## src/rtl/bsg_manycore_host_req_sched_pkg.sv

```systemverilog
// Shared types for the host request scheduler.
package bsg_manycore_host_req_sched_pkg;

   typedef enum logic [1:0] {
      eWAIT_TAG = 2'd0,
      eRUN      = 2'd1,
      eFENCE    = 2'd2
   } host_req_sched_state_e;

endpackage

```

## src/rtl/bsg_arb_round_robin.sv

```systemverilog
// Round-robin arbiter: searches from the priority pointer and moves the
// pointer to winner+1 whenever the winner is dequeued.
module bsg_arb_round_robin #(
   parameter int unsigned width_p = 2
) (
   input  logic               clk_i,
   input  logic               reset_i,
   input  logic               grants_en_i,
   input  logic [width_p-1:0] reqs_i,
   output logic [width_p-1:0] grants_o,
   output logic               v_o,
   input  logic               yumi_i
);

   localparam int unsigned ptr_w_lp = (width_p > 1) ? $clog2(width_p) : 1;

   logic [ptr_w_lp-1:0] r_ptr;
   logic [ptr_w_lp-1:0] w_winner;
   logic [ptr_w_lp-1:0] w_idx;
   logic                w_found;

   always_comb begin
      w_winner = '0;
      w_idx    = '0;
      w_found  = 1'b0;
      grants_o = '0;
      for (int k = 0; k < width_p; k++) begin
         w_idx = ptr_w_lp'((32'(r_ptr) + 32'(k)) % width_p);
         if (!w_found && reqs_i[w_idx]) begin
            w_found  = 1'b1;
            w_winner = w_idx;
         end
      end
      if (grants_en_i && w_found) grants_o[w_winner] = 1'b1;
   end

   assign v_o = w_found;

   always_ff @(posedge clk_i) begin
      if (reset_i)
         r_ptr <= '0;
      else if (yumi_i && w_found)
         r_ptr <= (w_winner == ptr_w_lp'(width_p - 1)) ? '0 : w_winner + ptr_w_lp'(1);
   end

endmodule

```

## src/rtl/bsg_manycore_host_req_scheduler.sv

```systemverilog
// Credit-gated round-robin scheduler sharing the host link endpoint between
// host-side request sources, with tag-programming gate and drain fence.
module bsg_manycore_host_req_scheduler
   import bsg_manycore_host_req_sched_pkg::*;
#(
   parameter int unsigned num_req_p      = 2,
   parameter int unsigned packet_width_p = 128,
   parameter int unsigned max_credits_p  = 16,
   parameter int unsigned credit_width_p = $clog2(max_credits_p + 1)
) (
   input  logic                                clk_i,
   input  logic                                reset_i,
   input  logic                                reset_done_i,
   input  logic [num_req_p-1:0]                req_v_i,
   input  logic [num_req_p*packet_width_p-1:0] req_packet_i,
   output logic [num_req_p-1:0]                req_yumi_o,
   output logic                                pkt_v_o,
   output logic [packet_width_p-1:0]           pkt_o,
   input  logic                                pkt_ready_i,
   input  logic                                credit_return_i,
   input  logic                                fence_req_i,
   output logic                                fence_done_o,
   output logic [credit_width_p-1:0]           credits_used_o,
   output logic                                idle_o
);

   host_req_sched_state_e r_state, w_state_next;

   logic                      r_pkt_v;
   logic [packet_width_p-1:0] r_pkt;
   logic [credit_width_p-1:0] r_credits;

   logic                      w_fence_done;
   logic                      w_grant_en;
   logic                      w_grant;
   logic                      w_arb_v;
   logic [num_req_p-1:0]      w_yumi;
   logic [packet_width_p-1:0] w_pkt_sel;

   always_ff @(posedge clk_i) begin
      if (reset_i) r_state <= eWAIT_TAG;
      else         r_state <= w_state_next;
   end

   // Fence completes once the output register and all outstanding credits drain.
   always_comb begin
      w_state_next = r_state;
      w_fence_done = 1'b0;
      case (r_state)
         eWAIT_TAG: if (reset_done_i) w_state_next = eRUN;
         eRUN:      if (fence_req_i)  w_state_next = eFENCE;
         eFENCE: begin
            if (!r_pkt_v && (r_credits == '0)) begin
               w_state_next = eRUN;
               w_fence_done = 1'b1;
            end
         end
         default:   w_state_next = eWAIT_TAG;
      endcase
   end

   assign w_grant_en = (r_state == eRUN) && !fence_req_i && (|req_v_i)
                     && (r_credits < credit_width_p'(max_credits_p))
                     && (!r_pkt_v || pkt_ready_i);
   assign w_grant    = w_grant_en && w_arb_v;

   bsg_arb_round_robin #(
      .width_p (num_req_p)
   ) u_arb (
      .clk_i       (clk_i),
      .reset_i     (reset_i),
      .grants_en_i (w_grant_en),
      .reqs_i      (req_v_i),
      .grants_o    (w_yumi),
      .v_o         (w_arb_v),
      .yumi_i      (w_grant)
   );

   always_comb begin
      w_pkt_sel = '0;
      for (int i = 0; i < num_req_p; i++)
         if (w_yumi[i]) w_pkt_sel = req_packet_i[i*packet_width_p +: packet_width_p];
   end

   always_ff @(posedge clk_i) begin
      if (reset_i) begin
         r_pkt_v <= 1'b0;
         r_pkt   <= '0;
      end else if (w_grant) begin
         r_pkt_v <= 1'b1;
         r_pkt   <= w_pkt_sel;
      end else if (pkt_ready_i) begin
         r_pkt_v <= 1'b0;
      end
   end

   // Grant and return in the same cycle cancel; returns saturate at zero.
   always_ff @(posedge clk_i) begin
      if (reset_i)
         r_credits <= '0;
      else if (w_grant && !credit_return_i)
         r_credits <= r_credits + credit_width_p'(1);
      else if (!w_grant && credit_return_i && (r_credits != '0))
         r_credits <= r_credits - credit_width_p'(1);
   end

   always_ff @(posedge clk_i) begin
      if (!reset_i)
         assert (!(credit_return_i && (r_credits == '0)))
            else $error("credit returned with no requests outstanding");
   end

   assign req_yumi_o     = w_yumi;
   assign pkt_v_o        = r_pkt_v;
   assign pkt_o          = r_pkt;
   assign fence_done_o   = w_fence_done;
   assign credits_used_o = r_credits;
   assign idle_o         = !r_pkt_v && (r_credits == '0);

endmodule

```

## config.mk

```make
export PLATFORM = sky130hd
export DESIGN_NAME = bsg_manycore_host_req_scheduler
export DESIGN_NICKNAME = d
export VERILOG_FILES = /design/src/rtl/bsg_manycore_host_req_sched_pkg.sv /design/src/rtl/bsg_arb_round_robin.sv /design/src/rtl/bsg_manycore_host_req_scheduler.sv
export SDC_FILE = /design/constraint.sdc
export NUM_CORES = 1
export LEC_CHECK = 0
export CAP_MARGIN = 20
export CORE_AREA = 2 2 157 159
export CTS_CLUSTER_SIZE = 25
export DETAILED_ROUTE_END_ITERATION = 6
export DIE_AREA = 0 0 159 161
export PLACE_DENSITY_LB_ADDON = 0.12
export REMOVE_ABC_BUFFERS = 1
export SYNTH_ARGS = -nofsm -noshare
export SYNTH_HDL_FRONTEND = slang
export SYNTH_SLANG_ARGS = --single-unit
```

## constraint.sdc

```tcl
create_clock -name clk_i -period 2.9 [get_ports clk_i]
set_clock_uncertainty 0.1 [all_clocks]
set_input_delay 0.29 -clock clk_i [delete_from_list [all_inputs] [get_ports clk_i]]
set_output_delay 0.29 -clock clk_i [all_outputs]
set_load 0.005 [all_outputs]
```

# --- Word-level counts from Yosys, hierarchy flattened ---
# Cells that the tools add are included.
classes:
  addsub: 4
  n_lt_le_gt_ge: 5
  n_eq_ne: 5
  muxes: 24
  reduce_logical: 25
ops:
  columns: ["operator", "n"]
  rows:
  - ["128-bit 2-to-1 mux", 2]
  - ["1-bit 2-to-1 mux", 14]
  - ["1-bit logical AND", 12]
  - ["5-bit 2-to-1 mux", 2]
  - ["2-bit 2-to-1 mux", 4]
  - ["1-bit by 2-bit less-than comparator with 1-bit output (second input constant)", 3]
  - ["2-bit inequality test (second input constant)", 3]
  - ["2-bit case mux with 3 select lines", 1]
  - ["5-bit by 1-bit adder with 5-bit output (second input constant)", 1]
  - ["1-bit logical NOT", 5]
  - ["5-bit logical NOT", 1]
  - ["5-bit less-than comparator (second input constant)", 1]
  - ["5-bit nonzero test", 1]
  - ["5-bit by 1-bit subtractor with 5-bit output (second input constant)", 1]
  - ["2-bit nonzero test", 2]
  - ["3-bit AND reduction", 1]
  - ["1-bit adder (second input constant)", 2]
  - ["2-bit by 1-bit == test with 1-bit output (second input constant)", 1]
  - ["2-bit == test (second input constant)", 1]
  - ["2-bit logical NOT", 1]
  - ["2-bit OR reduction", 1]
  - ["1-bit demux with 1-bit select", 1]
  - ["1-bit >= comparator (second input constant)", 1]
  - ["1-bit logical OR", 1]
totals:
  regBits: 137
  out_inout_bits: 138

# --- Longest topological paths before layout ---
logic_depth:
  depth_word: 13
  depth_mapped: 10
  mapped_depth_nobuf: 9

# --- By module ---
# A second synthesis with hierarchy kept.
unflattened:
  hier_cells: 660
  area_unflattened_um2: 5798.1
by_module_without_submodules:
  columns: ["mod", "n_inst", "cells_per_inst", "area_each_um2", "seq_area_each_um2"]
  rows:
  - ["bsg_manycore_host_req_scheduler", 1, 650, 5724.2, 2722.6]
  - ["bsg_arb_round_robin", 1, 10, 73.8, 20.0]

# --- Worst setup path after synthesis ---
# No wires, ideal clock.
synth_timing:
  kind: "register to register"
  from: "reg r_state[0]"
  to: "reg r_credits[4], in the netlist credits_used_o[4]"
  setup_time_ps: 76
  t_arrival_ps: 2124
  t_required_ps: 2724
  slack_ps: 599
  stages_incl_launch_ff: 10
  path_buffers: 1
  period_less_slack_ps: 2301
  cell_sequence: "dfxtp_1 -> and2b_1 -> o2111a_1 -> buf_4 -> nand2b_4 -> fa_1 -> a21o_1 -> a21oi_1 -> or3b_1 -> a31oi_1"
synth_between:
  elab_chain_len: 10
  word_cells_on_any_way: 12
  cone_classes: "eq/ne (1); mux (1); reduce/logical (10)"
synth_lines:
  columns: ["item", "line", "source"]
  rows:
  - ["start, declared", "bsg_manycore_host_req_scheduler.sv:27", "host_req_sched_state_e r_state, w_state_next;"]
  - ["start signal, assigned", "bsg_manycore_host_req_scheduler.sv:41", "if (reset_i) r_state <= eWAIT_TAG;"]
  - ["start signal, assigned", "bsg_manycore_host_req_scheduler.sv:42", "else r_state <= w_state_next;"]
  - ["2-bit by 1-bit == test with 1-bit output (*)", "bsg_manycore_host_req_scheduler.sv:62", "assign w_grant_en = (r_state == eRUN) && !fence_req_i && (|req_v_i)"]
  - ["1-bit logical AND (*) (2 in a row)", "bsg_manycore_host_req_scheduler.sv:62", null]
  - ["1-bit logical AND (*)", "bsg_manycore_host_req_scheduler.sv:63", "&& (r_credits < credit_width_p'(max_credits_p))"]
  - ["1-bit logical AND (*)", "bsg_manycore_host_req_scheduler.sv:64", "&& (!r_pkt_v || pkt_ready_i);"]
  - ["1-bit logical AND (*)", "bsg_manycore_host_req_scheduler.sv:65", "assign w_grant = w_grant_en && w_arb_v;"]
  - ["1-bit logical NOT", "bsg_manycore_host_req_scheduler.sv:103", "else if (!w_grant && credit_return_i && (r_credits != '0))"]
  - ["1-bit logical AND (2 in a row)", "bsg_manycore_host_req_scheduler.sv:103", null]
  - ["2-bit nonzero test (no line)", null, null]
  - ["end signal, assigned", "bsg_manycore_host_req_scheduler.sv:102", "r_credits <= r_credits + credit_width_p'(1);"]
  - ["end signal, assigned", "bsg_manycore_host_req_scheduler.sv:104", "r_credits <= r_credits - credit_width_p'(1);"]
  - ["end, declared", "bsg_manycore_host_req_scheduler.sv:31", "logic [credit_width_p-1:0] r_credits;"]
# Mark *: on every way between the ends. The rest lies on a longest branch, timed or not.
# A chain may end at the register's enable or synchronous reset.

# --- Final worst setup path ---
layout_timing:
  from: "reg r_credits[4], in the netlist credits_used_o[4]"
  to: "out req_yumi_o[0]"
layout_between:
  elab_chain_len: 5
layout_lines:
  columns: ["item", "line", "source"]
  rows:
  - ["5-bit less-than comparator", "bsg_manycore_host_req_scheduler.sv:63", null]
  - ["1-bit logical AND", "bsg_manycore_host_req_scheduler.sv:63", null]
  - ["1-bit logical AND", "bsg_manycore_host_req_scheduler.sv:64", null]
  - ["1-bit logical AND", "bsg_arb_round_robin.sv:34", "if (grants_en_i && w_found) grants_o[w_winner] = 1'b1;"]
  - ["2-bit 2-to-1 mux", "bsg_arb_round_robin.sv:34", null]
  - ["end, declared", "bsg_manycore_host_req_scheduler.sv:16", "output logic [num_req_p-1:0] req_yumi_o,"]
# Every way passes these cells.

==> results.md <==
- Clk buf depth: 2
- Drt drc: 0
- Max capacitance violation total: 0
- Initial core utilization: 27.8%
- Warnings from Yosys: 0
- RSZ-0062 raised after global routing: no
- Vias: a little over 6000
- Final hold slack: between 0.2 and 0.25 ns
- VDD IR max: between 0.3 and 0.4 mV
- CTS tree: done
- Cts repair resizes: 0
- Crit path DAT: 2.35 ns
- Primary FF master, synth: dfxtp_1
- Reg2reg setup slack: 0.47 ns
- Slowest cell on crit path: clkdlybuf4s50_1
- Net count of the finished layout: 1276
- Synth unique cells: 38
- Crit start category: flip-flop
- Post-CTS Setup Inserts: 0
- Grt ovf: 0
- Top Ports: 402
- Clk pin slew, worst setup/hold paths: ~0.06 ns
- Post-layout util: 48.0%
- Hold crit path type: in -> reg
- Final hold violation count: 0
- Final critical-path share of the clock period: between 90% and 100%
- Number of synthesized flops with an enable pin: 0
- Slew margin rel.: 45.1%
- Crit Path Max Fanout: 30
- Clock root buffer: clkbuf_16
- Layout Cell Area excl Fill: 11500 µm²
- H-tree levels: 4
- Die Span Y: between 150 and 200 µm
- Num rows: 57
- Post-Synthesis Cells: 633
- Pwr per Cell Area: 570 nW/µm²
- First-pass GRT wire length: 33400 µm
- Slew Limit Fails: 0
- Post-synthesis sequential area ratio: 41.1%
- Netlist Area Pre-Place: between 6000 and 7000 µm²
- # hold bufs at CTS: 0
- DRT Pass-1 Iters: 4
- Ys async rst share: 0%
- RePlAce Congestion: 0.799
- Final setup viols: 0
- Placed wire-length estimate: 16300 µm
- Num CTS Buffers: 17
- PortBufs: between 400 and 500
- Register bit total from synthesis: 137
- Largest net degree at the start of global routing: 146
- Crit end category: primary output
- Worst-Margin Slew: 0.824 ns
- Setup_tns: 0 ns
- Crit Path Category: reg -> out
- Ant diodes: 0
- DIE WIDTH: ~160 µm
- Cells along the critical path: nor2_1, o2111a_4, buf_4, and2_1, clkdlybuf4s50_1
- Insertion delay to the later sink of the worst-skew pair: roughly 0.41 ns
- Syn avg cell area: 10.5 µm²
- Final ANT Viol Nets: 0
- Data required, critical path: about 2.5 ns
- Share of layout cells above drive strength 1: between 10 and 15%
- Highest cell delay on the worst timing path: approximately 0.53 ns
- WL/cell: 16.1 µm
- DR vias/cell: 4.49
- Initial DRC Count: 182
- Minimum clock period: about 2.7 ns
- Core area: 24000 µm²
- Routed wire length: 21700 µm
- Initial antenna violation count: 0
- Pwr Total: 6.56 mW
- Global Route Usage Sum: 16.6%
- CTS sink cnt: 137
- Area of the die: 25600 µm²
- Area Growth Syn to Fin: 72.6%
- Vias in the first global route: 5882
- Status: completed
- Placed Area: 10900 µm²
- Fmax: 365 MHz
- Pleak: about 4.4 nW
==> registers in the layout, summed over array words and instances, names as in the netlist <==
register,flops
pkt_o,128
r_state,2
u_arb.r_ptr,1
pkt_v_o,1
credits_used_o,5
==> report_power, final <==
group	total, mW	switching (mW)	internal [mW]
sequential	2.25	0.149	2.11
combinational	2.06	0.855	1.20
clock	2.25	0.865	1.38
==> logic make-up (layout without fill, tap and decap cells) <==
family          Yosys count  count (layout)  synth area share, %
simple gates            155             155                 9.70
fa+ha+maj                 4               4                0.863
compound gates          145             145                 23.0
xor+xnor                  2               2                0.263
buf+inv                  61             449                 5.65
flops                   137             137                 41.1
mux                     129             129                 19.4
==> routing by layer <==
| layer | track usage (%) | up-vias | part of all wire, % | wire [µm] |
|---|---|---|---|---|
| li1 | - | 3054 | - | - |
| met1 | 18.8 | 2727 | 40 | 8660 |
| met2 | 29.1 | 237 | 50 | 10800 |
| met3 | 6.09 | 24 | 8.2 | 1780 |
| met4 | 5.50 | 0 | 1.8 | 380 |
| met5 | 0 | - | 0 | 0 |
==> Yosys cell counts (2+ instances only) <==
cell | count | area, µm²
dfxtp_1 | 137 | 2740
mux2i_1 | 128 | 1280
buf_4 | 15 | 113
o32ai_1 | 2 | 17.5
nand2b_1 | 4 | 25.0
buf_6 | 9 | 101
a21o_1 | 3 | 22.5
a211oi_2 | 89 | 1110
a21oi_1 | 5 | 25.0
clkbuf_1 | 15 | 56.3
a211oi_1 | 40 | 300
nand2_1 | 3 | 11.3
nor2b_1 | 2 | 12.5
nand3_1 | 2 | 10.0
ha_1 | 3 | 37.5
nor3_1 | 2 | 10.0
buf_2 | 19 | 95.1
or3_1 | 2 | 12.5
nor2_1 | 133 | 499
inv_1 | 2 | 7.51
==> path summary, 6_finish.rpt <==
path / depth (start not counted) / from / to
setup / recovery: 5 / credits_used_o[4] / req_yumi_o[0]
hold / removal: 2 / reset_i / r_state[1]
setup reg to reg: 6 / credits_used_o[4] / pkt_o[118]
hold reg to reg: 2 / pkt_o[127] / pkt_o[127]
==> through the flow <==
step	worst slack [ns]	instances
5_1_grt	0.0271	1345
2_1_floorplan	-5.06	575
3_3_place_gp	0.141	1313
3_5_place_dp	0.125	1313
6_report	0.162	1345
4_1_cts	0.129	1345
==> layout by cell type, fill, tap and decap left out, drive strengths merged, types with 2 or more instances in the layout <==
| cell type | count |
|---|---|
| clkdlybuf4s50 | 400 |
| dfxtp | 137 |
| nor2 | 133 |
| a211oi | 129 |
| mux2i | 128 |
| clkbuf | 19 |
| buf | 14 |
| inv | 6 |
| a21oi | 5 |
| clkinvlp | 5 |
| nand2b | 5 |
| a21o | 3 |
| nand2 | 3 |
| ha | 3 |
| bufinv | 3 |
| nor3 | 3 |
| o32ai | 2 |
| nand3 | 2 |
| nor2b | 2 |
| or3 | 2 |
| o21ai | 2 |
| and2 | 2 |
| clkinv | 2 |
==> critical path, delay by kind of cell (launching register included) <==
kind	cells	cell delay, ns
compound gates	1	0.26
simple gates	2	0.42
flops	1	0.39
buf+inv	2	0.86
==> layout make-up <==
class	instances	area [µm²]
clock inverters	13	168
clock buffers	19	443
multi-input cells	435	3570
flip-flops and latches	137	2740
inverters	3	11.3
fillers	2327	12400
well taps	324	405
repair buffers	414	4180
(Power assumes the default switching activity.)
